**src/rtl/ecc_err_monitor.sv**
```systemverilog
// Error statistics and fault capture behind a SEC-DED decoder: saturating SB/DB
// counters, first/most-severe error log, and a level interrupt cleared by software.
module ecc_err_monitor #(
    parameter int unsigned M         = 3,
    parameter int unsigned AW        = 8,
    parameter int unsigned CW        = 16,
    parameter int unsigned SB_THRESH = 8
) (
    input  logic          clk_i,
    input  logic          rst_ni,
    input  logic          valid_i,
    input  logic [AW-1:0] addr_i,
    input  logic [M:0]    syndrome_i,
    input  logic          sb_err_i,
    input  logic          db_err_i,
    input  logic          sb_fix_i,
    input  logic          clear_i,
    output logic [CW-1:0] sb_cnt_o,
    output logic [CW-1:0] db_cnt_o,
    output logic          log_valid_o,
    output logic [AW-1:0] log_addr_o,
    output logic [M:0]    log_syndrome_o,
    output logic          log_db_o,
    output logic          log_fix_o,
    output logic          irq_o
);

    localparam int unsigned SW = M + 1;
    localparam logic [CW-1:0] CNT_MAX = '1;

    typedef enum logic [1:0] {
        ST_CLEAN  = 2'd0,
        ST_SB_LOG = 2'd1,
        ST_DB_LOG = 2'd2
    } state_e;

    state_e        state_q, state_d, state_base;
    logic [CW-1:0] sb_cnt_q, sb_cnt_d, sb_base;
    logic [CW-1:0] db_cnt_q, db_cnt_d, db_base;
    logic          log_valid_q, log_valid_d;
    logic [AW-1:0] log_addr_q, log_addr_d;
    logic [SW-1:0] log_syn_q, log_syn_d;
    logic          log_db_q, log_db_d;
    logic          log_fix_q, log_fix_d;
    logic          irq_q, irq_d;
    logic          ev_sb, ev_db, capture;

    // A DB flag dominates; SB only counts when the word is not uncorrectable.
    assign ev_db = valid_i & db_err_i;
    assign ev_sb = valid_i & sb_err_i & ~db_err_i;

    always_ff @(posedge clk_i or negedge rst_ni) begin
        if (!rst_ni) begin
            state_q <= ST_CLEAN;
        end else begin
            state_q <= state_d;
        end
    end

    // Clear is applied first, then any same-cycle event lands on the cleared state.
    always_comb begin
        state_base  = clear_i ? ST_CLEAN : state_q;
        sb_base     = clear_i ? '0 : sb_cnt_q;
        db_base     = clear_i ? '0 : db_cnt_q;
        state_d     = state_base;
        sb_cnt_d    = sb_base;
        db_cnt_d    = db_base;
        capture     = 1'b0;
        log_addr_d  = clear_i ? '0 : log_addr_q;
        log_syn_d   = clear_i ? '0 : log_syn_q;
        log_db_d    = clear_i ? 1'b0 : log_db_q;
        log_fix_d   = clear_i ? 1'b0 : log_fix_q;

        if (ev_sb && (sb_base != CNT_MAX)) sb_cnt_d = sb_base + CW'(1);
        if (ev_db && (db_base != CNT_MAX)) db_cnt_d = db_base + CW'(1);

        case (state_base)
            ST_CLEAN: begin
                if (ev_db) begin
                    state_d = ST_DB_LOG;
                    capture = 1'b1;
                end else if (ev_sb) begin
                    state_d = ST_SB_LOG;
                    capture = 1'b1;
                end
            end
            ST_SB_LOG: begin
                if (ev_db) begin
                    state_d = ST_DB_LOG;
                    capture = 1'b1;
                end
            end
            default: state_d = state_base;
        endcase

        if (capture) begin
            log_addr_d = addr_i;
            log_syn_d  = syndrome_i;
            log_db_d   = ev_db;
            log_fix_d  = sb_fix_i & ev_sb;
        end

        log_valid_d = (state_d != ST_CLEAN);
        irq_d       = (state_d == ST_DB_LOG) ||
                      ((SB_THRESH != 0) && (64'(sb_cnt_d) >= 64'(SB_THRESH)));
    end

    // Data registers; irq is registered from next state so it tracks the counters.
    always_ff @(posedge clk_i or negedge rst_ni) begin
        if (!rst_ni) begin
            sb_cnt_q    <= '0;
            db_cnt_q    <= '0;
            log_valid_q <= 1'b0;
            log_addr_q  <= '0;
            log_syn_q   <= '0;
            log_db_q    <= 1'b0;
            log_fix_q   <= 1'b0;
            irq_q       <= 1'b0;
        end else begin
            sb_cnt_q    <= sb_cnt_d;
            db_cnt_q    <= db_cnt_d;
            log_valid_q <= log_valid_d;
            log_addr_q  <= log_addr_d;
            log_syn_q   <= log_syn_d;
            log_db_q    <= log_db_d;
            log_fix_q   <= log_fix_d;
            irq_q       <= irq_d;
        end
    end

    assign sb_cnt_o       = sb_cnt_q;
    assign db_cnt_o       = db_cnt_q;
    assign log_valid_o    = log_valid_q;
    assign log_addr_o     = log_addr_q;
    assign log_syndrome_o = log_syn_q;
    assign log_db_o       = log_db_q;
    assign log_fix_o      = log_fix_q;
    assign irq_o          = irq_q;

endmodule

```
**config.mk**
```make
export PLATFORM = sky130hd
export DESIGN_NAME = ecc_err_monitor
export DESIGN_NICKNAME = d
export VERILOG_FILES = /design/src/rtl/ecc_err_monitor.sv
export SDC_FILE = /design/constraint.sdc
export NUM_CORES = 1
export LEC_CHECK = 0
export ABC_AREA = 1
export CORE_ASPECT_RATIO = 1.1
export CORE_MARGIN = 3
export CORE_UTILIZATION = 40
export CTS_CLUSTER_DIAMETER = 60
export DETAILED_ROUTE_END_ITERATION = 8
export HOLD_SLACK_MARGIN = 0.03
export PLACE_DENSITY_LB_ADDON = 0.12
export SYNTH_ARGS = -nofsm -noshare
export SYNTH_HDL_FRONTEND = slang
export SYNTH_SLANG_ARGS = --single-unit
```
**constraint.sdc**
```tcl
create_clock -name clk_i -period 1.75 [get_ports clk_i]
set_clock_uncertainty 0.05 [all_clocks]
set_input_delay 0.35 -clock clk_i [delete_from_list [all_inputs] [get_ports clk_i]]
set_output_delay 0.35 -clock clk_i [all_outputs]
set_load 0.05 [all_outputs]
```
### After elaboration in Yosys (flattened, before gate mapping)

Cells that the tools add are included.

* register bits after elaboration: 50
* bits of input ports: 19
* output and inout port bits: 48
* logic and storage cells: 47

* add/sub/neg operators: 2
* $lt $le $gt $ge: 1
* eq/ne operators: 4
* multiplexer cells: 20
* bitwise operators: 5
* reductions and logical operators: 6

Operators by type and width (count)
* $mux W16: 4
* $add A16 B1 Y16 const B: 2
* $ne A16 B16 Y1 const B: 2
* $ge A16 B4 Y1 const B: 1
* $mux W8: 2
* $mux W2: 4
* $mux W4: 2
* $mux W1: 6
* $and A1 B1 Y1: 4
* $pmux W2 S2: 1
* $reduce_bool A2 Y1: 2
* $eq A2 B1 Y1 const B: 1
* $eq A2 B2 Y1 const B: 1
* $logic_and A1 B1 Y1: 2
* $logic_not A2 Y1: 1
* $pmux W1 S2: 1
* $logic_or A1 B1 Y1: 1
* $not A1 Y1: 1

### Depth between registers and ports, before layout

Gate-level depths: netlist of run 1.

* word-level depth: 7
* mapped depth: 17
* depth with buffers taken out: 16

### Worst setup path before layout of run 1

Ideal clock, no wire load.

* path type: reg-to-reg
* start: register sb_cnt_q[0] (netlist: sb_cnt_o[0])
* end: register irq_q (netlist: irq_o)
* library setup time: 125 ps
* arrival time: 2119 ps
* required time: 1575 ps
* path slack: -545 ps
* stages on the path, launching flop included: 16
* path buffers: 1
* clock period less this slack: 2295 ps
* cells stage by stage: dfrtp_1 > inv_1 > nor2_1 > ha_1 > nand2_1 > nor2_4 > nand2_4 > inv_2 > nand2_2 > nand2_2 > buf_6 > nand2_2 > a21oi_1 > nand2_1 > nor2_1 > nand3_1

* longest elaborated chain between the ends: 6
* elaborated cells between the ends (all ways): 7
* classes of those cells: add/sub (1); order compare (1); eq/ne (1); mux (2); reduce/logical (2)

RTL lines
* start, declared: line 38 `logic [CW-1:0] sb_cnt_q, sb_cnt_d, sb_base;`
* start signal, assigned: line 120 `sb_cnt_q <= sb_cnt_d;`
* $mux W16 (*): line 63 `sb_base = clear_i ? '0 : sb_cnt_q;`
* parallel branches: the longest is 2 deep, another holds $add A16 B1 Y16
* $mux W16 (*): line 74 `if (ev_sb && (sb_base != CNT_MAX)) sb_cnt_d = sb_base + CW'(1);`
* $ge A16 B4 Y1 (*): line 105 `((SB_THRESH != 0) && (64'(sb_cnt_d) >= 64'(SB_THRESH)));`
* $logic_or A1 B1 Y1 (*): line 104 `irq_d = (state_d == ST_DB_LOG) ||`
* named net irq_d: line 45 `logic irq_q, irq_d;`
* end signal, assigned: line 127 `irq_q <= irq_d;`
* end, declared: line 45

Mark *: on every way through the listed nets, which the timed path passes.
A chain may end at the register's enable or synchronous reset.

### Final worst setup path of run 1

* start: register sb_cnt_q[1] (netlist: sb_cnt_o[1])
* end: register irq_q (netlist: irq_o)

* longest elaborated chain between the ends: 6
* elaborated cells between the ends (all ways): 7
* classes of those cells: add/sub (1); order compare (1); eq/ne (1); mux (2); reduce/logical (2)

RTL lines (line)
* $mux W16 (*): 63
* parallel branches: the longest is 2 deep, another holds $add A16 B1 Y16
* $mux W16 (*): 74
* named net sb_cnt_d[10]: 38
* $ge A16 B4 Y1 (*): 105
* $logic_or A1 B1 Y1 (*): 104
* named net irq_d: 45

Marks and branches as above.

==> results of run 1 <==
==> placed cells by master, fill, tap and decap left out, types with 2 or more instances in the layout <==
master,n
a21oi_2,2
buf_12,10
buf_4,117
buf_6,10
clkbuf_8,5
clkdlybuf4s50_1,16
clkinv_2,2
dfrtp_1,46
dfrtp_2,4
ha_4,2
inv_1,53
inv_2,5
nand2_1,83
nand2_2,20
nand2_4,7
nand3_1,33
nand3_2,7
nand3_4,4
nand4_1,6
nor2_1,21
nor2_2,15
nor2_4,17
nor3_1,2
o21ai_0,16
o21ai_1,3
xnor2_1,2
xnor2_2,3
xor2_1,15
==> area by class of cell <==
cell class | count | area share [%]
Timing Repair Buffer | 156 | 28.85
Clock buffer | 5 | 1.437
Sequential cell | 50 | 26.23
Tap cell | 85 | 2.221
Multi-Input combinational cell | 265 | 35.14
Clock inverter | 3 | 0.8362
Inverter | 60 | 5.122
Timing Repair inverter | 1 | 0.1568
==> where the power goes <==
group	total (W)	switching, W	internal (W)	leakage [nW]
registers	0.00124	0.0000322	0.00121	0.669
clock network	0.000851	0.000428	0.000422	0.0579
logic	0.000603	0.000373	0.000230	1.74
==> how the worst min path moves through the flow <==
stage          startpoint          end  slack, ns
6_report           rst_ni  db_cnt_o[8]       0.44
3_3_place_gp       rst_ni  sb_cnt_o[2]       0.24
2_1_floorplan      rst_ni  db_cnt_o[0]      0.004
5_1_grt            rst_ni  db_cnt_o[5]       0.47
3_5_place_dp       rst_ni  sb_cnt_o[2]       0.24
4_1_cts            rst_ni  db_cnt_o[5]       0.45
==> flip-flops by register name, summed over array words and instances (netlist names) <==
| name | count |
|---|---|
| irq_o | 1 |
| sb_cnt_o | 16 |
| db_cnt_o | 16 |
| log_valid_o | 1 |
| log_fix_o | 1 |
| log_syndrome_o | 4 |
| log_addr_o | 8 |
| log_db_o | 1 |
| state_q | 2 |
==> stage by stage <==
step / TNS (ns) / std cells / hold WS (ns) / power, W
after detailed placement: -30.70 / 597 / 0.2431 / 0.001802
final: -0.7337 / 625 / 0.4359 / 0.002691
after floorplan: -3.535 / 383 / 0.004409 / 0.001567
after global placement: -29.47 / 597 / 0.2353 / 0.001795
after CTS: -0.5627 / 618 / 0.4544 / 0.002687
after global routing: -2.908 / 625 / 0.4675 / 0.002795
==> cells by family after synthesis <==
family                   after synthesis
AND/OR/NAND/NOR                      217
buffers and inverters                 70
flip-flops                            50
AO/OA/AOI/OAI                         23
XOR/XNOR                              21
adder cells (fa/ha/maj)                2
==> metal layers <==
| layer | share of wire, % | wire length (µm) |
|---|---|---|
| met5 | 0 | 0 |
| met4 | 0.73 | 62 |
| met3 | 3.7 | 317 |
| met2 | 52 | 4371 |
| met1 | 44 | 3726 |
==> repair_timing <==
item,4_1_cts,5_1_grt
gates resized for setup,41,33
pin swaps,17,35
endpoints found under the setup margin,46,39
cloned,2,1
hold endpoints to repair,13,0
hold buffers,1,0
buffers inserted,10,6
==> metrics list, run 1 <==
- Outcome: finished with violations
- Violations in the final reports: setup timing
- Multiplexer area fraction after synthesis: 0%
- Final min period: around 2.0 ns
* Floorplan die width: around 88 µm
* Sequential cell area fraction in the yosys report: 42.05%
- CTS tree: yes
- Hold Vio Cnt, Final: 0
- Layout fillers: 585
* GRT Overall Usage: 20.77%
* Total power divided by cell area: around 560 nW/µm²
- Max-cap violations in this run came to 0.
- End point of the critical path: irq_o
* Number of clock sinks: 50
* Cell chosen for the clock root: clkbuf_8
* Detailed-route vias per instance: ~4.7
* Setup slack after layout: -0.2421 ns
- Slew at the pin closest to its max-slew limit: 0.6671 ns
- In this run the critical register-to-register path is launched from sb_cnt_o[1].
- The first global-routing pass estimated between 10000 and 15000 µm of wire.
- Placed inst area: 4260 µm²
* Vias in the first global route: 3041
- Dominant register cell in the synthesized netlist: dfrtp_1
* Layout cells sized above 1: 44.81%
* Sort of element at the end of the critical path: register
* First drt pass iteration count: 4
- Length in cells of the worst reg-to-reg path: 14
- The total area inside the core boundary comes to 7127 µm².
* Overall die area: between 8000 and 9000 µm²
- Total vias in the final route: 2940
* Area taken by multi-input logic gates: ~1700 µm²
- Max incr delay on CP: 0.37 ns
- On the critical path, the stage with the largest delay is an instance of dfrtp_2.
* Combined flip-flop and latch cell area: 1256 µm²
* Routed length per instance: 13.56 µm
* GR Util met3: roughly 3.1%
- Counting flops and latches in the post-synthesis netlist gives 50.
- Synth Warn #: 0
- Arr. time, crit path: 2.14 ns
- Layer with the highest usage after global routing: met2
- nand2_1 is the most common cell in the netlist.
* Most common library cells after synthesis: 98 x nand2_1, 57 x inv_1, 50 x dfrtp_1, 35 x nand3_1, 33 x nor2_1
- In the routed design, unresolved DRC markers number 0.
- The synthesized design spends more area on one cell type than any other, namely dfrtp_1.
- Fraction of met1 tracks used by global routing: between 20 and 30%
- Summed over all layers, the routed wires come to 8477 µm.
- CTS built an H-tree with a depth of 2.
- Required time worst endpoint: 1.90 ns
- Counting both buffers and inverters, the worst setup path holds a total of 1.
* Reg-to-reg slack, setup: -0.24 ns
* Post-synthesis compound-gate area fraction: 4.500%
- Class of the tightest hold or removal check: primary input to asynchronous set/reset pin
- Site row count: 32
- The finished cells cover 4788 µm².
- In this run the static leakage power is ~2.5 nW.
- STA classifies the critical path startpoint as a register.
- Most used cell, CP: nor2_4
- Detailed placement finished with a half-perimeter wire length of 5842 µm.
* Slew margin rel.: 55.06%
- In this run the number of cells on the critical path is 14.
* Biggest area contributors in the synthesized netlist: dfrtp_1 42%, nand2_1 12%, inv_1 7.2%
- Area growth from synthesis to layout: 60.93%
- Series of cell instances along the critical path: inv_2 > nor2_4 > ha_4 > nand2_4 > nor2_4 > nand2_4 > nor2_4 > nor2_4 > nand2_2 > nand2_2 > nor2_2 > nand2_1 > nor2_2 > nand3_1
- Place WS: -0.8439 ns
- Max Clk Rate: 502.0 MHz
- Global-route track usage on met2: a little under two fifths
* Post-synthesis async set-or-reset flop share: 100.0%
- Max Root-Sink Buffers: 2
- The number of nets in the synthesized netlist is between 400 and 500.
- Share of the synthesized netlist area taken by xor and xnor gates: between 6 and 7%
- Clock-pin slew was measured on the worst setup and hold paths at 0.10 ns.
* Period utilization: 113.8%
* Boundary Pins: 67
- Tracing the worst setup path back leads to its startpoint at sb_cnt_o[1].
- By area, the combinational part of the netlist is dominated by simple AND/OR/NAND/NOR gates.
- Number of flops mapped to enable cells by yosys: 0
- Critical Setup Path Class: register to register
* Remaining Overflow, GRT: 0
* Remaining antenna violation count after routing: 0
* Antenna cell count: 0
- The number of pins with negative max-slew slack in the final report was 0.
- At the end of routability-driven placement, the weighted congestion stood at between 0.8 and 0.9.
- Worst VDD drop: between 0.5 and 0.6 mV
* Die Height: between 90 and 100 µm
- Synthesis handed over a netlist of about 380 instances.
* Cell area after synthesis: 2975 µm²
* Adder-cell share of the synthesized area: 0.8410%
- Largest net degree at the start of global routing: 38
* Number of port buffers: 66
- R2r endpoint: irq_o
- Simple-gate share of the synthesized area: between 30% and 40%
- Average footprint of a synthesized cell: 7.769 µm²
- The initial utilization of the core area, before any placement, comes to 41.75%.
- For this run, the post-layout net count is 560.
- On the critical path the largest part of the delay comes from simple AND/OR/NAND/NOR gates.
- The share of synthesized area in the top cell type comes to between 40% and 50%.
- Clock latency on the worst-skew pair, taken at its later pin, is about 0.31 ns.
- Counting distinct cell types in the post-synthesis netlist gives 29.
- Setup repair after global routing could not meet its margin everywhere.
- Along the worst path, the maximum fanout reaches 6.
- Final core utilization: 67.19%
- The initial antenna violation count came to 0.
* # setup viols final: 13
* Count of routing violations after the opening detailed-route iteration: 133
- TritonCTS created 5 clock buffers.
Power figures use the tool's default switching activity.
==> run 2, diff against run 1 <==
CORE_MARGIN = 5   (was 3)
==> run 2 against run 1 <==
Effect of this change: the flow still finishes with violations (setup timing); first-iteration DRC count decreased by 6.8%; via count grew 2.8%; critical path type is now primary input to register; register-to-register slack better by 0.05 ns; clock power is 2% lower; utilization shrank 0.90 points; critical path depth is 1 higher; non-clock buffer count up 4; highest routed layer unchanged; cell area increased by 1.8%; global-route usage decreased by 1.9 points; die area up 8.9%; combinational power fell by 0.8%; largest cell class unchanged.
==> metrics list, run 2 (synthesis results as in run 1) <==
* Reg-to-reg slack, setup: -0.19 ns (+0.05 ns)
- Number of clock sinks: 50 (unchanged)
- Area taken by multi-input logic gates: 1733 µm² (+3.0%)
* Place WS: -0.8499 ns (-0.005909 ns)
- Wl on met1: 3668 µm (-1.6%)
- Maximum fanout along the worst path: 8 (+2)
- Final min period: 1.956 ns (-0.03653 ns)
- The total global routing overflow is 0 (unchanged).
* Remaining antenna violation count after routing: 0 (unchanged)
- The first-pass GRT wire length was 14190 µm (+1.8%).
* Max-cap violations: 0 (unchanged)
* Area growth from synthesis to layout: 63.75%
- Total count of max-transition violations in the final report: 0 (unchanged)
* Site row count: 33 (+3.1%)
- The endpoint identified for the worst register-to-register timing path is irq_o.
- The startpoint identified for the worst register-to-register timing path is sb_cnt_o[1].
- Cell chosen for the clock root: clkbuf_8
* # setup viols final: 19 (+6)
* Period utilization: 111.7% (-2.1 points)
- Max Root-Sink Buffers: 2 (unchanged)
* CP Launch Point: clear_i
* Overall die area: 9265 µm² (+8.9%)
* Layout cells sized above 1: 46.88% (+2.1 points)
- DP HPWL: 5921 µm (+1.3%)
- The via count of the first global-routing pass came to 3007 (-1.1%).
- The depth of the worst register-to-register path is 14 (unchanged).
* Commonest cells after routing, fill and taps aside: 118 x buf_4, 83 x nand2_1, 51 x inv_1
- The number of detailed-route iterations in the first pass is 4 (unchanged).
* Most common library cell in the layout ignoring fill and taps: buf_4
* Setup slack after layout: -0.2056 ns (+0.03653 ns)
- The final wirelength was 8569 µm (+1.1%).
- Class of the tightest hold or removal check: primary input to asynchronous set/reset pin
- The highest clock frequency the design can meet is 511.4 MHz (+1.9%).
* Critical Setup Path Class: primary input to register
* Slew at the pin closest to its max-slew limit: 0.5451 ns (-0.1220 ns)
- The pin count of the biggest net entering global routing came to 38 (unchanged).
- Routed length per instance: 13.58 µm (+0.12%)
* Overall power: 0.002670 W (-0.81%)
* Number of port buffers: 66 (unchanged)
* Slew margin rel.: 63.58% (+8.5 points)
* Combined flip-flop and latch cell area: 1256 µm² (unchanged)
- The worst endpoint data arrival time came to 2.09 ns (-0.05 ns).
- Later-pin clock latency in the skew report: 0.30 ns (about the same)
- Setup repair after global routing missed its margin: true
- Detailed-route vias per instance: 4.788 (+1.8%)
- The run finished, with violations left.
- H-tree depth reported by CTS: 2 (unchanged)
- Sort of element at the end of the critical path: register
- Starting utilization of the core area: 40.48% (-1.3 points)
- The leakage power figure came to 2.481 nW (+0.66%).
* Worst Hold Slack: 0.4458 ns (+0.009960 ns)
- In this run the top signal layer used is met4.
* End point of the critical path: irq_o
* Clock transition at the registers of the reported paths: 0.10 ns (about the same)
- The worst vdd rail ir drop is 0.3619 mV (-32%).
- Number of design rule violations left after detail routing: 0 (unchanged)
- Final core utilization: 66.29% (-0.90 points)
- Routed wl met3: 367 µm (+16%)
- The met2 routed wirelength was 4399 µm (+0.64%).
* Placer congestion estimate: 0.8032 (-5.0%)
- Count of routing violations after the opening detailed-route iteration: 124 (-6.8%)
- The core footprint came to 7350 µm² (+3.1%).
- The floorplan die height was 100.5 µm (+4.1%).
- The total power density per cell area came to 547.9 nW/µm² (-2.5%).
- Violations in the final reports: setup timing
- The net count of the finished layout was 564 (+0.71%).
* GRT Overall Usage: 18.85% (-1.9 points)
- Antenna cell count: 0 (unchanged)
- The via count of the routed design was 3021 (+2.8%).
- Setup crit start kind: primary input
* Number of clock buffers inserted by TritonCTS: 5 (unchanged)
- The initial antenna violation count came to 0 (unchanged).
- The number of hold violations in the final report came to 0 (unchanged).
- CTS tree: yes
- The data required time of the worst path was 1.89 ns (about the same).
* Floorplan die width: 92.23 µm (+4.5%)
- Boundary Pins: 67 (unchanged)
- Layout fillers: 601 (+2.7%)
==> run 2: cell count changes in the layout (fill, tap and decap cells not counted), moves of 2 or more <==
cell,change
nand3_1,-4
buf_6,+3
nand3_2,+3
clkinv_2,-2
inv_1,-2
inv_2,+2
nor2_4,+2
o21ai_2,+2
==> run 2: critical path: stages <==
cell and delay [ns]:
clkdlybuf4s15_2 0.20, buf_12 0.16, nor2_4 0.14, ha_4 0.16, nand2_4 0.05, nor2_4 0.15
nand2_4 0.08, nor2_4 0.18, nor2_4 0.09, nand2_2 0.08, nand2_2 0.06, nor2_2 0.11
nand2_1 0.06, nor2_2 0.12, nand3_1 0.09
==> run 2: cell type report <==
| type | instances | share of cell area [%] |
|---|---|---|
| Tap cell | 87 | 2.234 |
| Timing Repair Buffer | 160 | 29.02 |
| Clock inverter | 2 | 0.7704 |
| Inverter | 60 | 4.982 |
| Clock buffer | 6 | 1.489 |
| Timing Repair inverter | 1 | 0.1541 |
| Sequential cell | 50 | 25.78 |
| Multi-Input combinational cell | 265 | 35.57 |
==> run 2: what timing repair did <==
| item | 4_1_cts | 5_1_grt |
|---|---|---|
| setup buffers | 10 | 8 |
| setup endpoints to repair | 46 | 42 |
| hold endpoints to repair | 13 | 0 |
| gates cloned | 2 | 1 |
| gates resized for setup | 49 | 39 |
| pin swaps | 27 | 21 |
| hold buffers | 1 | 0 |
==> run 2: worst min path at each step <==
stage	startpoint	to	depth (start not counted)
global route	rst_ni	db_cnt_o[11]	2
floorplan	rst_ni	db_cnt_o[0]	0
CTS	rst_ni	db_cnt_o[5]	2
detailed placement	rst_ni	db_cnt_o[4]	1
finish	rst_ni	db_cnt_o[8]	2
global placement	rst_ni	db_cnt_o[4]	1
==> run 2: routing by layer <==
metal  vias up  GRT usage (%)
li1       1501              -
met1      1438          23.77
met2        70          33.03
met3        12          3.211
met4         0          5.943
met5         -              0
==> run 2: where the power goes <==
part / internal, W / leakage, nW / switching, W
clock: 0.000427 / 0.0514 / 0.000406
combinational: 0.000226 / 1.76 / 0.000372
sequential: 0.00121 / 0.669 / 0.0000328
total: 0.00186 / 2.48 / 0.000810
==> run 2: stage by stage <==
stage | area (µm²) | setup TNS, ns | cells
finish | 4872 | -1.524 | 631
global route | 4872 | -4.501 | 631
CTS | 4661 | -0.9387 | 624
detailed placement | 4280 | -31.20 | 603
global placement | 4280 | -29.67 | 603
floorplan | 3037 | -3.535 | 383
